File: config.mk
export PLATFORM = sky130hd
export DESIGN_NAME = rcounter_core_param
export DESIGN_NICKNAME = d
export VERILOG_FILES = /design/src/rtl/rcounter_core_param.sv
export SDC_FILE = /design/constraint.sdc
export NUM_CORES = 1
export LEC_CHECK = 0
export CELL_PAD_IN_SITES_DETAIL_PLACEMENT = 1
export CELL_PAD_IN_SITES_GLOBAL_PLACEMENT = 1
export CORE_ASPECT_RATIO = 1.2
export CORE_UTILIZATION = 37
export CTS_CLUSTER_SIZE = 24
export DETAILED_ROUTE_END_ITERATION = 12
export GPL_ROUTABILITY_DRIVEN = 0
export PLACE_DENSITY_LB_ADDON = 0.05
export SLEW_MARGIN = 20
export SYNTH_ARGS = -nofsm -noshare
export SYNTH_HDL_FRONTEND = slang
export SYNTH_SLANG_ARGS = --single-unit
File: constraint.sdc
create_clock -name clk_core -period 2.98 [get_ports clk_core]
set_clock_uncertainty 0.15 [all_clocks]
set_input_delay 0.596 -clock clk_core [delete_from_list [all_inputs] [get_ports clk_core]]
set_output_delay 0.596 -clock clk_core [all_outputs]
set_load 0.005 [all_outputs]
File: src/rtl/rcounter_core_param.sv
// Min / sec / 10 ms countdown-or-countup timer with built-in tick prescaler,
// preset clamping, pause/resume, sticky done and optional auto-reload.
module rcounter_core_param #(
  parameter int TICK_DIV    = 100000,
  parameter int MIN_MAX     = 99,
  parameter int AUTO_RELOAD = 0,
  parameter int W           = 8
) (
  input  logic         clk_core,
  input  logic         rst,
  input  logic         en,
  input  logic         load,
  input  logic         dir,
  input  logic [W-1:0] min_i,
  input  logic [W-1:0] sec_i,
  input  logic [W-1:0] ms_10_i,
  output logic [W-1:0] min_o,
  output logic [W-1:0] sec_o,
  output logic [W-1:0] ms_10_o,
  output logic         time_out,
  output logic         done,
  output logic         running
);

  localparam int            PW         = $clog2(TICK_DIV);
  localparam logic [PW-1:0] PRESC_LAST = PW'(TICK_DIV - 1);
  localparam logic [W-1:0]  MIN_TOP    = W'(MIN_MAX);
  localparam logic [W-1:0]  SEC_TOP    = W'(59);
  localparam logic [W-1:0]  MS_TOP     = W'(99);

  typedef enum logic [1:0] {IDLE, RUN, PAUSE, DONE} state_t;

  function automatic logic [W-1:0] sat(input logic [W-1:0] v, input logic [W-1:0] lim);
    return (v > lim) ? lim : v;
  endfunction

  state_t        state, state_nx;
  logic [W-1:0]  min_q, sec_q, ms_q, min_nx, sec_nx, ms_nx;
  logic [W-1:0]  pre_min, pre_sec, pre_ms, pre_min_nx, pre_sec_nx, pre_ms_nx;
  logic [PW-1:0] presc, presc_nx;
  logic          dir_q, dir_nx;
  logic          time_out_q, time_out_nx;
  logic [W-1:0]  st_min, st_sec, st_ms;
  logic [W-1:0]  term_min, term_sec, term_ms;
  logic          at_term, step_term, hit;

  // Candidate next count one 10 ms unit away, with borrow/carry between fields.
  always_comb begin
    st_min = min_q;
    st_sec = sec_q;
    st_ms  = ms_q;
    if (dir_q) begin
      if (ms_q == MS_TOP) begin
        st_ms = '0;
        if (sec_q == SEC_TOP) begin
          st_sec = '0;
          st_min = min_q + W'(1);
        end else begin
          st_sec = sec_q + W'(1);
        end
      end else begin
        st_ms = ms_q + W'(1);
      end
    end else begin
      if (ms_q == '0) begin
        st_ms = MS_TOP;
        if (sec_q == '0) begin
          st_sec = SEC_TOP;
          st_min = min_q - W'(1);
        end else begin
          st_sec = sec_q - W'(1);
        end
      end else begin
        st_ms = ms_q - W'(1);
      end
    end
  end

  assign term_min  = dir_q ? MIN_TOP : '0;
  assign term_sec  = dir_q ? SEC_TOP : '0;
  assign term_ms   = dir_q ? MS_TOP  : '0;
  assign at_term   = (min_q == term_min) && (sec_q == term_sec) && (ms_q == term_ms);
  assign step_term = (st_min == term_min) && (st_sec == term_sec) && (st_ms == term_ms);

  always_comb begin
    state_nx    = state;
    min_nx      = min_q;
    sec_nx      = sec_q;
    ms_nx       = ms_q;
    pre_min_nx  = pre_min;
    pre_sec_nx  = pre_sec;
    pre_ms_nx   = pre_ms;
    presc_nx    = presc;
    dir_nx      = dir_q;
    time_out_nx = 1'b0;
    hit         = 1'b0;
    if (load) begin
      pre_min_nx = sat(min_i, MIN_TOP);
      pre_sec_nx = sat(sec_i, SEC_TOP);
      pre_ms_nx  = sat(ms_10_i, MS_TOP);
      min_nx     = pre_min_nx;
      sec_nx     = pre_sec_nx;
      ms_nx      = pre_ms_nx;
      presc_nx   = '0;
      state_nx   = IDLE;
    end else begin
      unique case (state)
        IDLE: begin
          if (en) begin
            state_nx = RUN;
            dir_nx   = dir;
          end
        end
        RUN: begin
          // Pausing on the tick cycle keeps the prescaler at its last value,
          // so the suppressed tick fires on the first cycle after resume.
          if (!en) begin
            state_nx = PAUSE;
          end else if (presc == PRESC_LAST) begin
            presc_nx = '0;
            if (at_term) begin
              hit = 1'b1;
            end else begin
              min_nx = st_min;
              sec_nx = st_sec;
              ms_nx  = st_ms;
              hit    = step_term;
            end
          end else begin
            presc_nx = presc + PW'(1);
          end
        end
        PAUSE: begin
          if (en) state_nx = RUN;
        end
        DONE: begin
          state_nx = DONE;
        end
        default: state_nx = IDLE;
      endcase
      if (hit) begin
        time_out_nx = 1'b1;
        if (AUTO_RELOAD != 0) begin
          min_nx   = pre_min;
          sec_nx   = pre_sec;
          ms_nx    = pre_ms;
          presc_nx = '0;
        end else begin
          state_nx = DONE;
        end
      end
    end
  end

  always_ff @(posedge clk_core or negedge rst) begin
    if (!rst) begin
      state      <= IDLE;
      min_q      <= '0;
      sec_q      <= '0;
      ms_q       <= '0;
      pre_min    <= '0;
      pre_sec    <= '0;
      pre_ms     <= '0;
      presc      <= '0;
      dir_q      <= 1'b0;
      time_out_q <= 1'b0;
    end else begin
      state      <= state_nx;
      min_q      <= min_nx;
      sec_q      <= sec_nx;
      ms_q       <= ms_nx;
      pre_min    <= pre_min_nx;
      pre_sec    <= pre_sec_nx;
      pre_ms     <= pre_ms_nx;
      presc      <= presc_nx;
      dir_q      <= dir_nx;
      time_out_q <= time_out_nx;
    end
  end

  assign min_o    = min_q;
  assign sec_o    = sec_q;
  assign ms_10_o  = ms_q;
  assign time_out = time_out_q;
  assign done     = (state == DONE);
  assign running  = (state == RUN);

endmodule

==> results of run 1 <==
==> path summary, 6_finish.rpt <==
| check | start | end | slack, ns | depth (start not counted) |
|---|---|---|---|---|
| setup reg to reg | ms_10_o[7] | time_out | 0.04 | 11 |
| hold / removal | rst | ms_10_o[3] | 0.09 | 1 |
| setup / recovery | ms_10_o[7] | time_out | 0.04 | 11 |
| hold reg to reg | presc[15] | presc[15] | 0.37 | 1 |
| max in group asynchronous | rst | ms_10_o[7] | 1.79 | 2 |
| min in group clk_core | presc[15] | presc[15] | 0.37 | 1 |
==> layer usage <==
metal	GRT usage (%)	wire length, um
met5	0	0
met4	13.1	626
met3	4.45	637
met2	51.6	8070
met1	33.9	6140
==> sequential cells by signal, summed over array words and instances, names as in the netlist <==
name	flops
min_o	8
dir_q	1
state	2
time_out	1
presc	17
ms_10_o	8
sec_o	8
==> cells in the mapped netlist (14+ instances only) <==
| cell type | count |
|---|---|
| inv_1 | 14 |
| nor3_1 | 23 |
| nand3_1 | 28 |
| a21oi_1 | 30 |
| xor2_1 | 14 |
| nor2_1 | 51 |
| nand2_1 | 57 |
| nand4_1 | 15 |
| o21ai_0 | 34 |
| clkbuf_1 | 29 |
| dfrtp_1 | 45 |
| xnor2_1 | 15 |
==> power breakdown <==
part | internal, mW | switching, mW | total, mW
Sequential | 0.633 | 0.0333 | 0.667
Clock | 0.484 | 0.264 | 0.748
Combinational | 0.286 | 0.349 | 0.635
Total | 1.40 | 0.646 | 2.05
==> stage by stage <==
stage | hold slack, ns | std cells
after floorplan | 0.150 | 510
after global placement | 0.352 | 735
after detailed placement | 0.352 | 735
after CTS | 0.114 | 745
after global routing | 0.120 | 747
final | 0.0919 | 747
==> layout make-up <==
class                           count  area [um^2]
Clock buffer                        5          125
Multi-Input combinational cell    414         2670
Clock inverter                      3         68.8
Inverter                           14         52.6
Fill cell                        1256         4690
Sequential cell                    45         1130
Tap cell                          126          158
Timing Repair Buffer              140         1220
==> what timing repair did <==
item | CTS | global route
gates resized for setup | 4 | 23
setup endpoints to repair | 2 | 3
hold buffers | 0 | 0
hold endpoints to repair | 0 | 0
setup buffers | 2 | 2
pin swaps | 3 | 3
==> logic make-up after synthesis <==
| logic type | count (synthesis) |
|---|---|
| AOI/OAI and AO/OA | 125 |
| xor gates and xnor gates | 29 |
| adders and majority gates | 9 |
| buffers and inverters | 51 |
| DFF | 45 |
| muxes | 8 |
| and+or+nand+nor | 243 |
==> worst max-delay path, delay by kind of cell (launching register included) <==
family	cells	cell delay (ns)
AO/OA/AOI/OAI	2	0.46
AND/OR/NAND/NOR	5	1.06
buffers and inverters	3	0.52
flip-flops	1	0.46
multiplexers	1	0.18
==> results.json, run 1 <==
{
  "power_density_nw_per_um2": 378,
  "num_vias": 4519,
  "ir_drop_v": 0.000288,
  "hold_viol_final": 0,
  "io_pins": 56,
  "vias_per_cell": 6.05,
  "synth_cell_types": 62,
  "row_count": 40,
  "clk_latency_ns": 0.30,
  "tns_ns": 0,
  "globalRouteOverflowTotal": 0,
  "rsz0062_at_grt": "yes",
  "leakage_nw": 2.21,
  "synth.mux.area_fraction_pct": 2.06,
  "drive_above_1_share_pct": 20.0,
  "grt_pass1_vias": 4735,
  "dp_hpwl_mm": 11.6,
  "ant_nets": 0,
  "syn_nets": 548,
  "synth_edf_count": 0,
  "period_share_pct": 98.6,
  "setup_violations": 0,
  "total_power_mw": 2.05,
  "fp.dieH_um": 114,
  "startpoint_type": "flip-flop",
  "outcome": "complete, no violations",
  "routed_wl_mm": 15.5,
  "drt_iter0_drc": 208,
  "first_pass_iters": 4,
  "cpMaxStageDelayCell": "dfrtp_2",
  "crit_chain": "buf_4 > buf_4 > nor4_1 > buf_4 > nand4_1 > nor3_2 > nor3_1 > a211o_1 > mux2i_1 > a41oi_2 > nor4_2",
  "syn_avg_cell_area_um2": 7.62,
  "worst_slack_ns": 0.0405,
  "clockBufferDepth": 2,
  "cts.clk_slew.worst_paths_ns": 0.07,
  "areaGrowthSynthToFinish_pct": 39.4,
  "wire_per_inst_um": 20.7,
  "htree_num_levels": 2,
  "dp_slack_ns": -0.215,
  "worst_setup_path_end_kind": "flip-flop",
  "synth_top_area_share_pct": 29.0,
  "drv_slew": 0,
  "worstPathMaxFanout": 5,
  "synth_top_family_by_area": "simple AND/OR/NAND/NOR gates",
  "synth-compound-area-share_pct": 21.3,
  "path_class": "flip-flop to flip-flop",
  "max_freq_mhz": 340,
  "grt.total_usage_pct": 29.1,
  "crit_top_cell": "buf_4",
  "worstPathArrival_ns": 2.99,
  "start_util_pct": 38.5,
  "grt_pass1_wl_mm": 24.1,
  "cts_root_buf": "clkbuf_16",
  "synthSimpleGateAreaFrac_pct": 33.1,
  "syn_area_um2": 3890,
  "final_nets": 658,
  "antenna_found_initial": 0,
  "mostFrequentLayoutCell": "buf_4",
  "maxCapViolations": 0,
  "yosys.area_share.xor_xnor_pct": 6.53,
  "required_ns": 3.03,
  "synthArstFlopShare_pct": 100,
  "ys_seq_elements": 45,
  "yosysTopAreaCell": "dfrtp_1",
  "fp.coreArea_um2": 10100,
  "seq_area_frac_synth_pct": 29.0,
  "die_area_um2": 10900,
  "slew_headroom_pct": 63.8,
  "io_buffer_count": 55,
  "stdcell_area_um2": 5420,
  "cts_tree": "yes",
  "min_period_ns": 2.94,
  "fin_util_pct": 53.6,
  "grt_max_degree": 43,
  "fp.dieW_um": 95.6,
  "drc": 0,
  "holdCritPathClass": "input port to asynchronous set/reset pin",
  "ys_warn_count": 0,
  "synthAdderAreaFrac_pct": 2.90,
  "slowest_delay_ns": 0.46,
  "cts_made_buffers": 5,
  "antenna_cells": 0,
  "cts_sinks": 45,
  "placed_cell_area_um2": 5070,
  "worst_pin_slew_ns": 0.538,
  "synth_cells": 510,
  "synthTopCellsByArea": "dfrtp_1 29%, nand2_1 5.5%, nor2_1 4.9%",
  "synth_ff_type": "dfrtp_1",
  "final_cell_mix": "81 x buf_4, 57 x nand2_1, 54 x clkdlybuf4s50_1"
}
(Power assumes the default switching activity.)
==> run 2: changes to the inputs <==
--- a/config.mk
+++ b/config.mk
@@ -7,7 +7,8 @@
 export LEC_CHECK = 0
 export CELL_PAD_IN_SITES_DETAIL_PLACEMENT = 1
 export CELL_PAD_IN_SITES_GLOBAL_PLACEMENT = 1
-export CORE_ASPECT_RATIO = 1.2
+export CORE_ASPECT_RATIO = 1.4
+export CORE_MARGIN = 2
 export CORE_UTILIZATION = 37
 export CTS_CLUSTER_SIZE = 24
 export DETAILED_ROUTE_END_ITERATION = 12
==> run 2 against run 1 <==
- clock power fell by 12%
- fmax rose by 1.4%
- via count rose by 0.11%
- global-route usage fell by 0.79 points
- worst hold slack improved by 0.0060 ns
- count of clock-buffer cells in the layout rose by 1
- sequential cell count did not move
- non-clock buffer count rose by 5
==> results.json, run 2 (same netlist as run 1, synthesis figures left out) <==
{
  "slew_headroom_pct": 60.2,
  "grt_pass1_vias": 4888,
  "routed_wl_mm": 15.6,
  "drc": 0,
  "grt_pass1_wl_mm": 25.6,
  "antenna_cells": 0,
  "cts.clk_slew.worst_paths_ns": 0.07,
  "worst_setup_path_end_kind": "flip-flop",
  "worst_slack_ns": 0.0799,
  "drt_iter0_drc": 213,
  "max_freq_mhz": 345,
  "r2r_end": "state[1]",
  "worst_pin_slew_ns": 0.591,
  "startpoint_type": "flip-flop",
  "period_share_pct": 97.3,
  "largest-register": "presc",
  "outcome": "complete, no violations",
  "grt_max_degree": 33,
  "critPathTopFamily": "simple AND/OR/NAND/NOR gates",
  "leakage_nw": 2.23,
  "cpMaxStageDelayCell": "or4_1",
  "clockBufferDepth": 2,
  "antenna_found_initial": 0,
  "final_nets": 663,
  "crit_chain": "or4_1 > buf_6 > nor4_1 > xnor2_1 > nand2_1 > and4b_1 > and4_1 > a41oi_2 > o21ai_1",
  "place_inst": 756,
  "cts_root_buf": "clkbuf_16",
  "fp.coreArea_um2": 10300,
  "htree_num_levels": 2,
  "final_cell_mix": "87 x buf_4, 57 x nand2_1, 54 x clkdlybuf4s50_1",
  "cts_sinks": 45,
  "r2r_setup_slack_ns": 0.08,
  "drive_above_1_share_pct": 20.4,
  "clk_latency_ns": 0.30,
  "path_class": "flip-flop to flip-flop",
  "r2r-start": "ms_10_o[2]",
  "first_pass_iters": 5,
  "cts_made_buffers": 5,
  "largest_reg_flops": 17,
  "worstPathArrival_ns": 2.93,
  "cp_num_buf_inv": 1,
  "mostFrequentLayoutCell": "buf_4",
  "ant_nets": 0,
  "maxCapViolations": 0,
  "io_buffer_count": 55,
  "required_ns": 3.01,
  "hold_viol_final": 0,
  "tns_ns": 0,
  "grt.total_usage_pct": 28.3,
  "row_count": 44,
  "stdcell_count": 764,
  "vias_per_cell": 5.92,
  "cts-hold-fix-buffers": 0,
  "min_period_ns": 2.90,
  "fp.dieH_um": 125,
  "dp_hpwl_mm": 12.4,
  "cts_tree": "yes",
  "dp_slack_ns": -0.132,
  "ir_drop_v": 0.000228,
  "rsz0062_at_grt": "yes",
  "worstPathMaxFanout": 6,
  "drv_slew": 0,
  "holdCritPathClass": "input port to asynchronous set/reset pin",
  "setup_violations": 0,
  "power_density_nw_per_um2": 362,
  "io_pins": 56,
  "globalRouteOverflowTotal": 0,
  "slowest_delay_ns": 0.56,
  "wire_per_inst_um": 20.4,
  "stdcell_area_um2": 5450,
  "start_util_pct": 37.8,
  "r2r_cells": 9,
  "areaGrowthSynthToFinish_pct": 40.2,
  "fp.dieW_um": 90.6,
  "num_vias": 4524,
  "placed_cell_area_um2": 5160,
  "die_area_um2": 11400
}
## run 2: worst max path at each step
stage                     from  slack (ns)  endpoint  cells after the start
finish              ms_10_o[2]        0.08  state[1]                      9
global route        ms_10_o[1]       -0.02  time_out                     12
CTS                 ms_10_o[1]       0.002  time_out                     11
detailed placement    sec_o[0]       -0.13  time_out                     11
global placement      sec_o[0]       -0.13  time_out                     11
floorplan           ms_10_o[0]        0.05  time_out                     10
## run 2: worst register-to-register path: stages (launching register included)
cell	delay [ns]
dfrtp_1	0.39
or4_1	0.56
buf_6	0.17
nor4_1	0.40
xnor2_1	0.20
nand2_1	0.11
and4b_1	0.23
and4_1	0.22
a41oi_2	0.25
o21ai_1	0.10
## run 2: power breakdown
group	total (mW)	internal (mW)	switching, mW
clock network	0.657	0.398	0.258
logic	0.643	0.294	0.349
registers	0.673	0.633	0.0396
## run 2: final cells by class
cell class / count / area [um^2]
fillers: 1297 / 4840
multi-input cells: 414 / 2680
repair buffers: 145 / 1250
flip-flops and latches: 45 / 1130
well taps: 138 / 173
clock buffers: 6 / 129
inverters: 14 / 52.6
clock inverters: 2 / 38.8
## run 2: metal layers
layer / up-vias / track usage [%] / share of wire (%) / routed length (um)
met4: 0 / 12.9 / 3.7 / 584
met1: 2265 / 31.1 / 37 / 5840
met2: 120 / 53.6 / 56 / 8680
met5: - / 0 / 0 / 0
met3: 37 / 3.07 / 3.2 / 507
li1: 2102 / - / - / -
## run 2: stage by stage
stage               hold WS, ns  util (%)  power [mW]
global route              0.120      53.0        2.05
floorplan                 0.150         -       0.971
global placement          0.346      50.1        1.28
finish                   0.0979      53.0        1.97
CTS                       0.102      52.1        1.96
detailed placement        0.359      50.1        1.30
## run 2: timing repair
item                       in CTS  in global routing
setup endpoints to repair       3                  9
setup buffers                   0                  0
pin swaps                       1                  7
gates resized for setup         8                 20
==> run 3: changes to the inputs <==
--- a/config.mk
+++ b/config.mk
@@ -13,6 +13,7 @@
 export CTS_CLUSTER_SIZE = 24
 export DETAILED_ROUTE_END_ITERATION = 12
 export GPL_ROUTABILITY_DRIVEN = 0
+export MAX_ROUTING_LAYER = met4
 export PLACE_DENSITY_LB_ADDON = 0.05
 export SLEW_MARGIN = 20
 export SYNTH_ARGS = -nofsm -noshare
==> run 3 against run 2 <==
- clock power rose by 0.6%
- first-iteration DRC count rose by 7.0%
- sequential share of layout area did not move
- combinational power barely moved
- fmax fell by 0.50%
- final area did not move
- utilization did not move
==> results.json, run 3 (same netlist as run 1, synthesis figures left out) <==
{
  "cts-hold-fix-buffers": 0,
  "fin_util_pct": 53.0,
  "holdCritPathClass": "input port to asynchronous set/reset pin",
  "drt_iter0_drc": 228,
  "outcome": "complete, no violations",
  "grt.total_usage_pct": 29.1,
  "antenna_found_initial": 0,
  "place_inst": 756,
  "path_class": "flip-flop to flip-flop",
  "fp.dieH_um": 125,
  "largest_reg_flops": 17,
  "worst_setup_path_end_kind": "flip-flop",
  "setup_violations": 0,
  "hold_ws_ns": 0.0965,
  "antenna_cells": 0,
  "fp.dieW_um": 90.6,
  "sw_frac_of_total_pct": 32.9,
  "wire_per_inst_um": 20.5,
  "ant_nets": 0,
  "final_nets": 663,
  "worst_slack_ns": 0.0653,
  "slew_headroom_pct": 61.1,
  "period_share_pct": 97.8,
  "io_buffer_count": 55,
  "cts_root_buf": "clkbuf_16",
  "min_period_ns": 2.91,
  "cts_tree": "yes",
  "leakage_nw": 2.23,
  "htree_num_levels": 2,
  "drc": 0,
  "pwr-share-seq_pct": 34.0,
  "clkPwrFrac_pct": 33.4,
  "drv_slew": 0,
  "grt_pass1_vias": 4883,
  "clk_latency_ns": 0.30,
  "first_pass_iters": 5,
  "maxCapViolations": 0,
  "worstPathMaxFanout": 6,
  "fp.coreArea_um2": 10300,
  "worstPathArrival_ns": 2.94,
  "startpoint_type": "flip-flop",
  "clockBufferDepth": 2,
  "areaGrowthSynthToFinish_pct": 40.2,
  "num_vias": 4526,
  "rsz0062_at_grt": "yes",
  "globalRouteOverflowTotal": 0,
  "routed_wl_mm": 15.6,
  "drive_above_1_share_pct": 20.4,
  "grt_max_degree": 33,
  "dp_hpwl_mm": 12.4,
  "final_cell_mix": "87 x buf_4, 57 x nand2_1, 54 x clkdlybuf4s50_1",
  "worst_pin_slew_ns": 0.579,
  "io_pins": 56,
  "start_util_pct": 37.8,
  "fillers": 1297,
  "grt_pass1_wl_mm": 25.6,
  "largest-register": "presc",
  "hold_viol_final": 0,
  "die_area_um2": 11400,
  "cts_sinks": 45,
  "power_frac_comb_pct": 32.5,
  "dp_slack_ns": -0.132,
  "vias_per_cell": 5.92,
  "power_density_nw_per_um2": 362,
  "stdcell_count": 764,
  "required_ns": 3.01,
  "p_int_mw": 1.33,
  "max_freq_mhz": 343,
  "ir_drop_v": 0.000229,
  "p_sw_uw": 650,
  "mostFrequentLayoutCell": "buf_4",
  "cts_made_buffers": 5,
  "cts.clk_slew.worst_paths_ns": 0.07,
  "row_count": 44
}
[run 3: cell counts in the layout (fill, tap and decap cells not counted)]
Identical to the previous run, type by type.
[run 3: power groups by stage]
| stage | Combinational, mW | Clock [mW] | Sequential (mW) |
|---|---|---|---|
| final | 0.643 | 0.661 | 0.673 |
| after global routing | 0.693 | 0.684 | 0.677 |
| after CTS | 0.622 | 0.667 | 0.672 |
| after detailed placement | 0.612 | 0 | 0.683 |
| after global placement | 0.600 | 0 | 0.682 |
| after floorplan | 0.301 | 0 | 0.670 |
[run 3: area by class of cell]
type | count | area (um^2) | share of cell area [%]
well taps | 138 | 173 | 3.17
flip-flops and latches | 45 | 1130 | 20.7
repair buffers | 145 | 1250 | 22.9
clock inverters | 2 | 38.8 | 0.711
multi-input cells | 414 | 2680 | 49.2
clock buffers | 6 | 129 | 2.36
inverters | 14 | 52.6 | 0.964
[run 3: repair_timing]
action	4_1_cts	5_1_grt
resized for setup	8	20
buffers inserted	0	0
pin swaps	1	7
endpoints found under the setup margin	3	9
[run 3: per-layer routing]
layer	track usage, %	vias up	part of all wire [%]
li1	-	2101	-
met1	31.3	2254	37
met2	53.8	127	55
met3	2.95	44	3.4
met4	12.2	0	3.9
met5	-	-	0
[run 3: stage by stage]
stage	instance area [um^2]	total power, mW	setup TNS [ns]
after floorplan	3890	0.971	0
after CTS	5370	1.96	0
after detailed placement	5160	1.30	-0.226
final	5450	1.98	0
after global routing	5450	2.05	-0.0749
after global placement	5160	1.28	-0.221
[run 3: path summary, 6_finish.rpt]
check,start,endpoint,slack [ns],cells past startpoint
max in group asynchronous,rst,sec_o[7],1.81,2
min,rst,presc[2],0.1,1
max,ms_10_o[2],state[1],0.07,9
min reg2reg,presc[11],presc[11],0.37,1
max reg2reg,ms_10_o[2],state[1],0.07,9
min in group clk_core,presc[11],presc[11],0.37,1
[run 3: critical path, stage by stage, from the launching register on]
cell and delay (ns):
dfrtp_1 0.39, or4_1 0.56, buf_6 0.17, nor4_1 0.40, xnor2_1 0.21, nand2_1 0.12
and4b_1 0.23, and4_1 0.22, a41oi_2 0.25, o21ai_1 0.10
==> RTL edit: new RTL, config.mk and constraints of run 2 <==
Encoding of `state_t`: now one-hot (4 bits for 4 states).
--- a/src/rtl/rcounter_core_param.sv
+++ b/src/rtl/rcounter_core_param.sv
@@ -28,7 +28,7 @@
   localparam logic [W-1:0]  SEC_TOP    = W'(59);
   localparam logic [W-1:0]  MS_TOP     = W'(99);
 
-  typedef enum logic [1:0] {IDLE, RUN, PAUSE, DONE} state_t;
+  typedef enum logic [3:0] {IDLE = 4'b0001, RUN = 4'b0010, PAUSE = 4'b0100, DONE = 4'b1000} state_t;
 
   function automatic logic [W-1:0] sat(input logic [W-1:0] v, input logic [W-1:0] lim);
     return (v > lim) ? lim : v;
Function: same outputs for any inputs over 10 cycles, from zero or initial values and one cycle with rst low; not proved beyond that.
==> RTL edit against run 2 <==
The run now ends with setup timing left; area after synthesis up 6.9%; core utilization rose by 0.57 points; non-clock buffer count increased by 27; critical endpoint is now state[2]; critical path depth did not move; synthesized cell count up 3.3%; final cell count up 5.6%; count of clock-buffer cells in the layout is 1 lower; worst setup slack worse by 0.35 ns; clock power grew 2%; critical path type unchanged; wire length up 3.5%; final area up 7.3%; total power grew 8.9%; sequential cell count increased by 2; combinational power grew 21%.
==> RTL edit: results (changes against run 2) <==
| Metric | Value |
|---|---|
| Status | finished, violations left (was finished, final reports clean) |
| Violations in the final reports | setup timing |
| Post-route setup slack | -0.2734 ns (was 0.07987 ns) |
| Buffers added on ports | 55 (unchanged) |
| Number of global-route vias before repair | 5029 (was 4888) |
| Top_reg_cell synth | dfrtp_1 (unchanged) |
| CP Max Fanout | 4 (was 6) |
| Tightest Pin Transition | 0.7997 ns (was 0.5913 ns) |
| Commonest cells post-synth | nor2_1 (58), nand2_1 (53), dfrtp_1 (46), a21oi_1 (34) (was nand2_1 (57), nor2_1 (51), dfrtp_1 (45), o21ai_0 (34), a21oi_1 (30)) |
| Antenna violations before repair | 0 (unchanged) |
| Layout net count | 703 (was 663) |
| Layout cell share with drive strength beyond 1 | 26.28% (was 20.45%) |
| Clock root buffer | clkbuf_16 (unchanged) |
| Clk slew on worst S/H paths | 0.07 ns (about the same) |
| Synth Net Count | 565 (was 548) |
| Vias per cell | 5.908 (was 5.921) |
| DRT Pass-1 Iters | 4 (was 5) |
| Worst reg2reg startpoint | ms_10_o[2] (unchanged) |
| Asr flop ratio synth | 100.0% (unchanged) |
| Wire length per cell | 20.01 um (was 20.43 um) |
| CTS buffer count | 5 (unchanged) |
| Seq/Total Area, Yosys | 28.34% (was 28.97%) |
| Crit-path leading delay family | simple AND/OR/NAND/NOR gates (unchanged) |
| Worst Setup Slack post-DPL | -0.3256 ns (was -0.1319 ns) |
| Largest net degree at the start of global routing | 29 (was 33) |
| Worst hold slack | 0.1344 ns (was 0.09793 ns) |
| GRT Util Overall | 27.21% (was 28.26%) |
| Leak pwr | 2.383 nW (was 2.231 nW) |
| Reg2Reg Depth | 9 (unchanged) |
| CP Data Arrival Time | 3.29 ns (was 2.93 ns) |
| First-pass GRT wire length | 25940 um (was 25560 um) |
| Distinct cell type count after synthesis | 82 (was 62) |
| Slowest-stage cell, CP | or4_4 (was or4_1) |
| Initial DRC Count | 228 (was 213) |
| H-Tree Depth | 2 (unchanged) |
| N_diodes | 0 (unchanged) |
| Yosys Warn Count | 0 (unchanged) |
| Max stage delay on crit path | 0.59 ns (was 0.56 ns) |
| Worst hold path type | input port to async pin (unchanged) |
| Largest register FFs | 17 (unchanged) |
| Largest register by flop count | presc (unchanged) |
| Clock tree buffer depth | 2 (unchanged) |
| Top cells by area, synth | dfrtp_1 (28%), nor2_1 (5.2%), nand2_1 (4.8%) (was dfrtp_1 (29%), nand2_1 (5.5%), nor2_1 (4.9%)) |
| RR Endpoint | state[2] (was state[1]) |
| Detailed placement HPWL | 12480 um (was 12370 um) |
| Setup-failing EPs final | 4 (was 0) |
| Worst vdd ir | 0.0002308 V (was 0.0002277 V) |
| Worst-skew pair later-pin latency | 0.30 ns (about the same) |
| Setup TNS | -0.9782 ns (was 0 ns) |
RTL edit: cell count changes in the layout (fill, tap and decap cells not counted), moves of 6 or more:
cell,delta
buf_4,+30
mux2i_1,-6
nor2_1,+6
o21ai_0,-7
xor2_1,+8
RTL edit: how the worst max path moves through the flow:
stage | start | to | slack (ns) | depth (start not counted)
after global placement | ms_10_o[2] | state[2] | -0.24 | 9
after detailed placement | ms_10_o[2] | state[2] | -0.33 | 9
final | ms_10_o[2] | state[2] | -0.27 | 9
after global routing | ms_10_o[2] | state[2] | -0.40 | 9
after floorplan | ms_10_o[2] | state[2] | -0.08 | 10
after CTS | ms_10_o[2] | state[2] | -0.20 | 9
RTL edit: worst register-to-register path: cells and delay by family (launching register included):
family | cells | cell delay, ns
multiplexers | 1 | 0.26
AO/OA/AOI/OAI | 2 | 0.51
XOR/XNOR | 1 | 0.12
AND/OR/NAND/NOR | 5 | 1.71
flip-flops | 1 | 0.39
RTL edit: logic make-up after synthesis:
family          synth area share [%]
simple gates                   30.93
compound gates                 21.78
buf+inv                        7.439
flops                          28.34
xor+xnor                       6.958
fa+ha+maj                      2.711
mux                            1.837
RTL edit: timing repair:
action                                  CTS  global route
endpoints found under the setup margin    6             6
pin swaps                                 9             6
buffers inserted                          8             6
resized for setup                        16            12
hold buffers                              0             0
RTL edit: report_power, final:
| group | leakage (nW) | switching (mW) | internal [mW] |
|---|---|---|---|
| logic | 1.70 | 0.416 | 0.359 |
| clock network | 0.0844 | 0.270 | 0.401 |
| registers | 0.595 | 0.0373 | 0.666 |
RTL edit: final cells by class:
| type | count | area (sq um) |
|---|---|---|
| inverter | 15 | 56.30 |
| fill | 1334 | 5076 |
| sequential | 47 | 1177 |
| tap | 141 | 176.4 |
| clock inverter | 3 | 47.55 |
| multi-input combinational | 424 | 2840 |
| timing repair buffer | 172 | 1424 |
| clock buffer | 5 | 125.1 |
RTL edit: routing by layer:
metal / share of wire (%) / global-route usage, % / vias up
met5: 0 / 0 / -
met4: 3.2 / 10.66 / 0
met3: 4.4 / 4.244 / 34
met2: 53 / 49.17 / 139
met1: 39 / 32.17 / 2379
li1: - / - / 2216
RTL edit: per-stage QoR:
stage	cells	instance area [sq um]
final	807	5847
after floorplan	527	4184
after global routing	807	5847
after CTS	801	5759
after global placement	785	5430
after detailed placement	785	5430
